### config.mk
export PLATFORM = sky130hd
export DESIGN_NAME = instr_encoder_loader
export DESIGN_NICKNAME = d
export VERILOG_FILES = /design/src/rtl/instr_encoder_loader.sv
export SDC_FILE = /design/constraint.sdc
export NUM_CORES = 1
export LEC_CHECK = 0
export CAP_MARGIN = 20
export CORE_MARGIN = 2
export CORE_UTILIZATION = 25
export CTS_CLUSTER_DIAMETER = 120
export DETAILED_ROUTE_END_ITERATION = 12
export REMOVE_ABC_BUFFERS = 1
export SYNTH_ARGS = -nofsm -noshare
export SYNTH_HDL_FRONTEND = slang
export SYNTH_SLANG_ARGS = --single-unit
### constraint.sdc
create_clock -name clk -period 1.66 [get_ports clk]
set_clock_uncertainty 0.2 [all_clocks]
set_input_delay 0.166 -clock clk [delete_from_list [all_inputs] [get_ports clk]]
set_output_delay 0.166 -clock clk [all_outputs]
set_load 0.05 [all_outputs]
### src/rtl/instr_encoder_loader.sv
// Packs decoded ARM-subset instruction fields into 32-bit words and streams them into imem.
// Optional ENC_PAD_EN: after in_last, the remaining imem words are filled with NOP before DONE.
module instr_encoder_loader #(
    parameter int ADDR_W    = 6,
    parameter int BASE_ADDR = 0
) (
    input  logic              clk,
    input  logic              reset,
    input  logic              load_start,
    input  logic              in_valid,
    output logic              in_ready,
    input  logic              in_last,
    input  logic [1:0]        Op,
    input  logic [5:0]        Funct,
    input  logic [3:0]        Cond,
    input  logic [3:0]        Rn,
    input  logic [3:0]        Rd,
    input  logic [11:0]       Src2,
    input  logic [23:0]       Imm24,
    output logic              imem_we,
    output logic [ADDR_W-1:0] imem_addr,
    output logic [31:0]       imem_wdata,
    output logic [ADDR_W:0]   word_count,
    output logic              done,
    output logic              err_illegal
);

    localparam logic [ADDR_W-1:0] TOP_ADDR  = {ADDR_W{1'b1}};
    localparam logic [ADDR_W-1:0] BASE      = ADDR_W'(BASE_ADDR);
    localparam logic [ADDR_W-1:0] ADDR_ONE  = ADDR_W'(1);
    localparam logic [ADDR_W:0]   COUNT_ONE = (ADDR_W + 1)'(1);
    localparam logic [31:0]       NOP_WORD  = 32'hE1A0_0000;

    typedef enum logic [1:0] {
        S_IDLE,
        S_LOAD,
`ifdef ENC_PAD_EN
        S_PAD,
`endif
        S_DONE
    } state_t;

    state_t            state;
    logic [ADDR_W-1:0] wptr;
    logic              close_p1;

    function automatic logic [31:0] encode(
        input logic [3:0]  cond,
        input logic [1:0]  op,
        input logic [5:0]  funct,
        input logic [3:0]  rn,
        input logic [3:0]  rd,
        input logic [11:0] src2,
        input logic [23:0] imm24
    );
        logic [31:0] word;
        if (op == 2'b10)
            word = {cond, 2'b10, funct[5:4], imm24};
        else
            word = {cond, op, funct, rn, rd, src2};
        return word;
    endfunction

    // Stage p0: handshake and combinational encoding of the presented fields
    logic        xfer_p0;
    logic        legal_p0;
    logic        vld_p0;
    logic        at_top_p0;
    logic [31:0] enc_p0;

    assign xfer_p0   = in_valid && in_ready;
    assign legal_p0  = (Op != 2'b11);
    assign vld_p0    = xfer_p0 && legal_p0;
    assign at_top_p0 = (wptr == TOP_ADDR);
    assign enc_p0    = encode(Cond, Op, Funct, Rn, Rd, Src2, Imm24);

    // Stage p1: registered imem write and session control
    always_ff @(posedge clk or posedge reset) begin
        if (reset) begin
            state       <= S_IDLE;
            wptr        <= '0;
            close_p1    <= 1'b0;
            in_ready    <= 1'b0;
            imem_we     <= 1'b0;
            imem_addr   <= '0;
            imem_wdata  <= '0;
            word_count  <= '0;
            done        <= 1'b0;
            err_illegal <= 1'b0;
        end else begin
            imem_we <= 1'b0;

            if (imem_we)
                word_count <= word_count + COUNT_ONE;

            // The session's final write has just completed
            if (imem_we && close_p1) begin
                state    <= S_DONE;
                done     <= 1'b1;
                close_p1 <= 1'b0;
            end

            case (state)
                S_IDLE, S_DONE: begin
                    if (load_start) begin
                        state       <= S_LOAD;
                        wptr        <= BASE;
                        close_p1    <= 1'b0;
                        in_ready    <= 1'b1;
                        word_count  <= '0;
                        done        <= 1'b0;
                        err_illegal <= 1'b0;
                    end
                end

                S_LOAD: begin
                    if (vld_p0) begin
                        imem_we    <= 1'b1;
                        imem_addr  <= wptr;
                        imem_wdata <= enc_p0;
                        if (at_top_p0) begin
                            // Memory is now full; the counter stays at the top address
                            close_p1 <= 1'b1;
                            in_ready <= 1'b0;
                        end else begin
                            wptr <= wptr + ADDR_ONE;
                            if (in_last) begin
                                in_ready <= 1'b0;
`ifdef ENC_PAD_EN
                                state    <= S_PAD;
`else
                                close_p1 <= 1'b1;
`endif
                            end
                        end
                    end else if (xfer_p0) begin
                        err_illegal <= 1'b1;
                        if (in_last) begin
                            in_ready <= 1'b0;
`ifdef ENC_PAD_EN
                            state    <= S_PAD;
`else
                            state    <= S_DONE;
                            done     <= 1'b1;
`endif
                        end
                    end
                end

`ifdef ENC_PAD_EN
                S_PAD: begin
                    if (!close_p1) begin
                        imem_we    <= 1'b1;
                        imem_addr  <= wptr;
                        imem_wdata <= NOP_WORD;
                        if (at_top_p0)
                            close_p1 <= 1'b1;
                        else
                            wptr <= wptr + ADDR_ONE;
                    end
                end
`endif

                default: begin
                    state <= S_IDLE;
                end
            endcase
        end
    end

endmodule

==> results of run 1 <==
## synthesized netlist by cell type, types with 2 or more instances
cell type and n:
a211oi_1 2, a21oi_1 8, a31oi_1 2, buf_2 8, buf_6 3, dfrtp_1 58, ha_1 2, inv_1 2
mux2i_1 25, nand2_1 69, nand3_1 3, nand4_1 2, nor2_1 17, nor2b_1 2, o21ai_0 3, o21ai_1 25
or3_1 2, xor2_1 3
## cells by family (layout without fill, tap and decap cells)
group                      after synthesis  count (layout)
AOI/OAI and AO/OA                       51              51
xor gates and xnor gates                 4               4
adders and majority gates                2               2
and+or+nand+nor                        105             105
DFF                                     58              58
buffers and inverters                   17             165
muxes                                   25              25
## worst paths after layout
| kind | slack [ns] | start | endpoint | cells past startpoint |
|---|---|---|---|---|
| max | 0.002 | state[1]$_DFF_PP0_ | imem_wdata[7]$_DFFE_PP0N_ | 6 |
| min | 0.02 | reset | imem_wdata[7]$_DFFE_PP0N_ | 3 |
| max reg2reg | 0.002 | state[1]$_DFF_PP0_ | imem_wdata[7]$_DFFE_PP0N_ | 6 |
| min reg2reg | 0.29 | imem_wdata[0]$_DFFE_PP0N_ | imem_wdata[0]$_DFFE_PP0N_ | 2 |
| max in group asynchronous | 0.99 | reset | imem_wdata[25]$_DFFE_PP0N_ | 3 |
| min in group clk | 0.16 | Cond[0] | imem_wdata[28]$_DFFE_PP0N_ | 3 |
## power breakdown
part	internal (mW)	total, mW	leakage [nW]	switching [mW]
Sequential	1.92	2.33	0.748	0.413
Combinational	1.94	4.68	1.33	2.74
Clock	0.753	1.29	0.101	0.540
## worst max-delay path, delay by kind of cell (launching register included)
kind | cells | cell delay (ns)
flops | 1 | 0.40
simple gates | 2 | 0.29
buf+inv | 2 | 0.32
compound gates | 2 | 0.33
## stage by stage
step | TNS [ns] | hold slack, ns | power (mW)
finish | 0 | 0.0164 | 8.31
global route | -1.14 | 0.0300 | 8.76
CTS | 0 | 0.0105 | 7.81
detailed placement | -8.54 | 0.264 | 6.43
global placement | -7.43 | 0.263 | 6.37
floorplan | -45.31 | 0.0685 | 4.63
## flip-flops by register name, summed over array words and instances (netlist names)
signal / count
imem_we: 1
done: 1
state: 2
close_p1: 1
imem_wdata: 32
in_ready: 1
err_illegal: 1
imem_addr: 6
wptr: 6
word_count: 7
## area by class of cell
class	instances	share of cell area
clock inverters	3	0.00850
clock buffers	11	0.0321
inverters	3	0.00266
repair buffers	148	0.339
well taps	136	0.0361
flip-flops and latches	58	0.308
multi-input cells	187	0.273
## metal layers
layer,global-route usage,vias to the layer above,wire [um]
met5,0,-,0
met4,0.0390,0,58
met3,0.0578,9,596
met2,0.203,84,3700
met1,0.153,1155,3080
li1,-,1195,-
## what timing repair did
action | 4_1_cts | 5_1_grt
gates resized for setup | 2 | 51
setup endpoints to repair | 2 | 28
hold buffers | 0 | 0
cloned | 0 | 5
buffers inserted | 2 | 5
pin swaps | 2 | 28
==> metrics.md, run 1 <==
| Metric | Value |
|---|---|
| CTS Root Cell | clkbuf_8 |
| Final WS setup | 0.00235 ns |
| Clock Latency Late Sink | roughly 0.33 ns |
| RSZ-0062 raised after global routing | yes |
| Area occupied by multi-input gates | 0.00129 sq mm |
| Final net count | 470 |
| Number of global-route vias before repair | between 2k and 2.5k |
| CTS max path bufs | 2 |
| #FFs+latches synth | 58 |
| Register area | 0.00145 sq mm |
| Placed Area | between 0.004 and 0.005 sq mm |
| Initial antenna violation count | 0 |
| Max VDD drop | around 0.89 mV |
| GRT Util Overall | 0.127 |
| Area leader, netlist | dfrtp_1 |
| Ant. Diodes | 0 |
| Post-Synth XOR/XNOR Area | 0.0133 |
| Most frequent cells in the layout | 63 x buf_4, 60 x clkdlybuf4s50_1, 58 x dfrtp_1 |
| Max Fanout on Critical Path | 7 |
| Row count | 37 |
| Most used DFF post-synth | dfrtp_1 |
| Max_cap viols | 0 |
| Final Cycle Share | 0.999 |
| Drt wl/cell | ~14 um |
| CP Cell Sequence | nand4b_1, a21o_4, buf_12, clkbuf_16, nand2_4, o21ai_1 |
| WP data required | approximately 1.7 ns |
| Syn Std Cell Area | roughly 0.0026 sq mm |
| RePlAce Congestion | 0.819 |
| Core area | 0.0103 sq mm |
| Final Hold Fails | 0 |
| Average cell area after synthesis | between 10 and 15 sq um |
| Starting DRC count in detailed routing | 80 |
| Synth Area in Adders | 0.00948 |
| Post-synth EDFFs | 0 |
| IO Pins | 110 |
| Die width | 107 um |
| Via density | between 4 and 5 |
| Placed cell count | 520 |
| Post-layout min period | around 1.7 ns |
| PD cells | 1760 mW/mm^2 |
| Non-Filler Instances | 546 |
| Crit start category | flop |
| Slew HR | 0.773 |
| Clock sinks | 58 |
| Worst setup EP type | flop |
| Largest net degree at the start of global routing | between 50 and 60 |
| Final instance area | 0.00471 sq mm |
| CTS tree | done |
| First-pass GRT wire length | between 10,000 and 15,000 um |
| Port Buf Inserts | about 110 |
| Most common cell after layout, fill and taps aside | buf_4 |
| Mux contribution to synthesized area | 0.0948 |
| Max incr delay on CP | ~0.40 ns |
| Unique masters post-synth | 44 |
| Post-route core utilization | 0.458 |
| Hold Path Class | input port to asynchronous set/reset pin |
| Placement Setup Slack | -0.286 ns |
| Pleak | roughly 2.2 nW |
| Simple-gate portion of the synthesized area | 0.173 |
| 1st-pass router iterations | 4 |
| H-tree depth | 3 |
| Largest family of logic cells by synthesized area | simple AND/OR/NAND/NOR gates |
| Filler instances | 979 |
| Slowest CP cell | dfrtp_1 |
| Final wirelength | around 7400 um |
| Max-slew violations | 0 |
| Antenna Nets Post-Route | 0 |
| Initial core utilization | 0.257 |
| Cells after Synth | between 200 and 300 |
| Clock transition at path regs | about 0.070 ns |
| Worst setup path class | flop to flop |
| Run status | finished clean |
| Die footprint | 0.0114 sq mm |
| CTS Buf Count | 9 |
| Sequential area share after synthesis | 0.550 |
| Syn. warnings | 0 |
| Synth Area in Compound Gates | 0.120 |
| Top post-synthesis cells by area | dfrtp_1 55%, nand2_1 9.8%, mux2i_1 9.5% |
| Layout cells sized above 1 | 0.361 |
| Die Y | approximately 110 um |
| Final setup violation count | 0 |
| Worst Tran Pin Value | between 0.3 and 0.4 ns |
| Top cell type's share of synthesized area | 0.550 |
| Vias | 2,443 |
| DP HPWL | 5220 um |
| Grt ovf | 0 |
| Drc violations | 0 |
| F_max | a little over 600 MHz |
| Crit path DAT | around 1.7 ns |
| P&R area growth vs syn | 78.4% |
| Async S/R FF share, synth | 1.00 |
Note: power is estimated with default switching activity, not from simulation.
==> run 2: changes to the inputs <==
==> constraint.sdc (replaced) <==
create_clock -name clk -period 2.1 [get_ports clk]
set_clock_uncertainty 0.2 [all_clocks]
set_input_delay 0.21 -clock clk [delete_from_list [all_inputs] [get_ports clk]]
set_output_delay 0.21 -clock clk [all_outputs]
set_load 0.05 [all_outputs]
==> metrics.md, run 2 (synthesized netlist as in run 1, its figures left out) <==
| Metric | Value |
|---|---|
| Run status | finished clean |
| DP HPWL | approximately 5000 um |
| Sequential share of power | 0.316 |
| Max_cap viols | 0 |
| Crit start category | flop |
| Clock sinks | 58 |
| Largest net degree at the start of global routing | between 50 and 60 |
| PostCTS Resize Cnt | 0 |
| Biggest regs | imem_wdata: 32 flops, word_count: 7 flops |
| Non-Filler Instances | ~520 |
| Flip-flop count of the largest register after layout | 32 |
| CTS Root Cell | clkbuf_8 |
| CP top delay family | buffers and inverters |
| RePlAce Congestion | a little under 0.8 |
| F_max | 506 MHz |
| P_int | 3.02 mW |
| Worst setup EP type | primary output |
| RSZ-0062 raised after global routing | no |
| First-pass GRT wire length | between 10,000 and 15,000 um |
| Drc violations | 0 |
| Number of global-route vias before repair | around 2.3k |
| Hold Path Class | input port to asynchronous set/reset pin |
| Sw power | roughly 2.6 mW |
| Starting DRC count in detailed routing | 84 |
| Pleak | roughly 1.8 nW |
| Row count | 37 |
| WP data required | 1.69 ns |
| Via density | roughly 4.4 |
| Final wirelength | approximately 6700 um |
| GRT Util Overall | 0.126 |
| Sw frac | 0.463 |
| Initial antenna violation count | 0 |
| Slew HR | 0.639 |
| Worst setup path class | flop to primary output |
| Slowest CP cell | clkdlybuf4s50_1 |
| Critical path buffers and inverters | 1 |
| 1st-pass router iterations | 4 |
| Layout cells sized above 1 | 0.0789 |
| Max incr delay on CP | slightly above 0.8 ns |
| Final WS setup | ~0.12 ns |
| H-tree depth | 3 |
| Ant. Diodes | 0 |
| Die width | around 110 um |
| Grt ovf | 0 |
| Biggest register | imem_wdata |
| Final Cycle Share | 0.941 |
| Placed cell count | 501 |
| Hold slack final | between 0.05 and 0.06 ns |
| CTS max path bufs | 2 |
| Drt wl/cell | between 10 and 15 um |
| CTS Buf Count | 9 |
| Vias | roughly 2.3k |
| Max VDD drop | 0.559 mV |
| Final setup violation count | 0 |
| CTS tree | done |
| Antenna Nets Post-Route | 0 |
| Post-layout min period | slightly below 2 ns |
| Die footprint | 0.0114 sq mm |
| Comb power frac | 0.524 |
| Most frequent cells in the layout | 108 x clkdlybuf4s50_1, 69 x nand2_1, 58 x dfrtp_1 |
| Cts hold-fix bufs | 0 |
| Core area | 0.0103 sq mm |
| Clock Power Share | 0.160 |
| Final instance area | about 0.0041 sq mm |
| Clock transition at path regs | roughly 0.070 ns |
| Most common cell after layout, fill and taps aside | clkdlybuf4s50_1 |
| Final net count | around 440 |
| Placement Setup Slack | 0.122 ns |
| Port Buf Inserts | approximately 110 |
| PD cells | ~1400 mW/mm^2 |
| Setup TNS | 0 ns |
| IO Pins | 110 |
| Crit path DAT | between 1.5 and 2 ns |
| Placed Area | roughly 0.0039 sq mm |
| Post-CTS setup repair buffer count | 0 |
| Max-slew violations | 0 |
| Total power | 5.63 mW |
| Clock Latency Late Sink | ~0.32 ns |
| Die Y | 107 um |
| CP Cell Sequence | clkdlybuf4s50_1 |
| Max Fanout on Critical Path | 4 |
| Final Hold Fails | 0 |
| Post-route core utilization | 0.397 |
| Initial core utilization | 0.257 |
| Worst Tran Pin Value | approximately 0.54 ns |
| P&R area growth vs syn | 54.7% |
-- run 2: cell count changes in the layout (fill, tap and decap cells not counted), sizes merged --
cell           before  now
clkdlybuf4s50      60  108
bufinv              1    0
buf                83    9
clkbuf             16   12
clkinv              3    4
-- run 2: cell type report --
| cell class | count | area (sq um) |
|---|---|---|
| Tap cell | 136 | 170 |
| Timing Repair Buffer | 117 | 1190 |
| Multi-Input combinational cell | 187 | 1090 |
| Sequential cell | 58 | 1450 |
| Fill cell | 1027 | 6190 |
| Clock buffer | 12 | 155 |
| Clock inverter | 3 | 15.0 |
| Inverter | 3 | 12.5 |
-- run 2: worst register-to-register path, cell delays in order (launching register included) --
cell	delay, ns
dfrtp_1	0.40
nand2b_2	0.23
a221o_1	0.39
nor4b_1	0.32
a211oi_1	0.12
-- run 2: power by group through the flow --
stage                     sequential [mW]  clock (mW)  combinational [mW]
final                                1.78       0.898                2.95
after CTS                            1.78       0.938                2.98
after detailed placement             1.80           0                2.98
after floorplan                      3.01           0               0.653
after global routing                 1.84       0.996                3.15
after global placement               1.79           0                2.95
-- run 2: path summary, 6_finish.rpt --
check	startpoint	slack (ns)	cells past startpoint	to
setup / recovery	word_count[2]$_DFF_PP0_	0.12	1	word_count[2]
hold / removal	reset	0.06	3	imem_wdata[27]$_DFFE_PP0N_
setup reg to reg	state[1]$_DFF_PP0_	0.33	4	wptr[4]$_DFFE_PP0P_
hold reg to reg	imem_wdata[29]$_DFFE_PP0N_	0.28	2	imem_wdata[29]$_DFFE_PP0N_
max in group asynchronous	reset	1.38	3	wptr[1]$_DFFE_PP0P_
min in group clk	Cond[1]	0.21	3	imem_wdata[29]$_DFFE_PP0N_
-- run 2: routing by layer --
metal | wire length [um] | vias to the layer above | track usage
met5 | 0 | - | 0
met2 | 3220 | 69 | 0.199
met1 | 3000 | 1052 | 0.163
li1 | - | 1125 | -
met4 | 68 | 0 | 0.0399
met3 | 462 | 5 | 0.0407
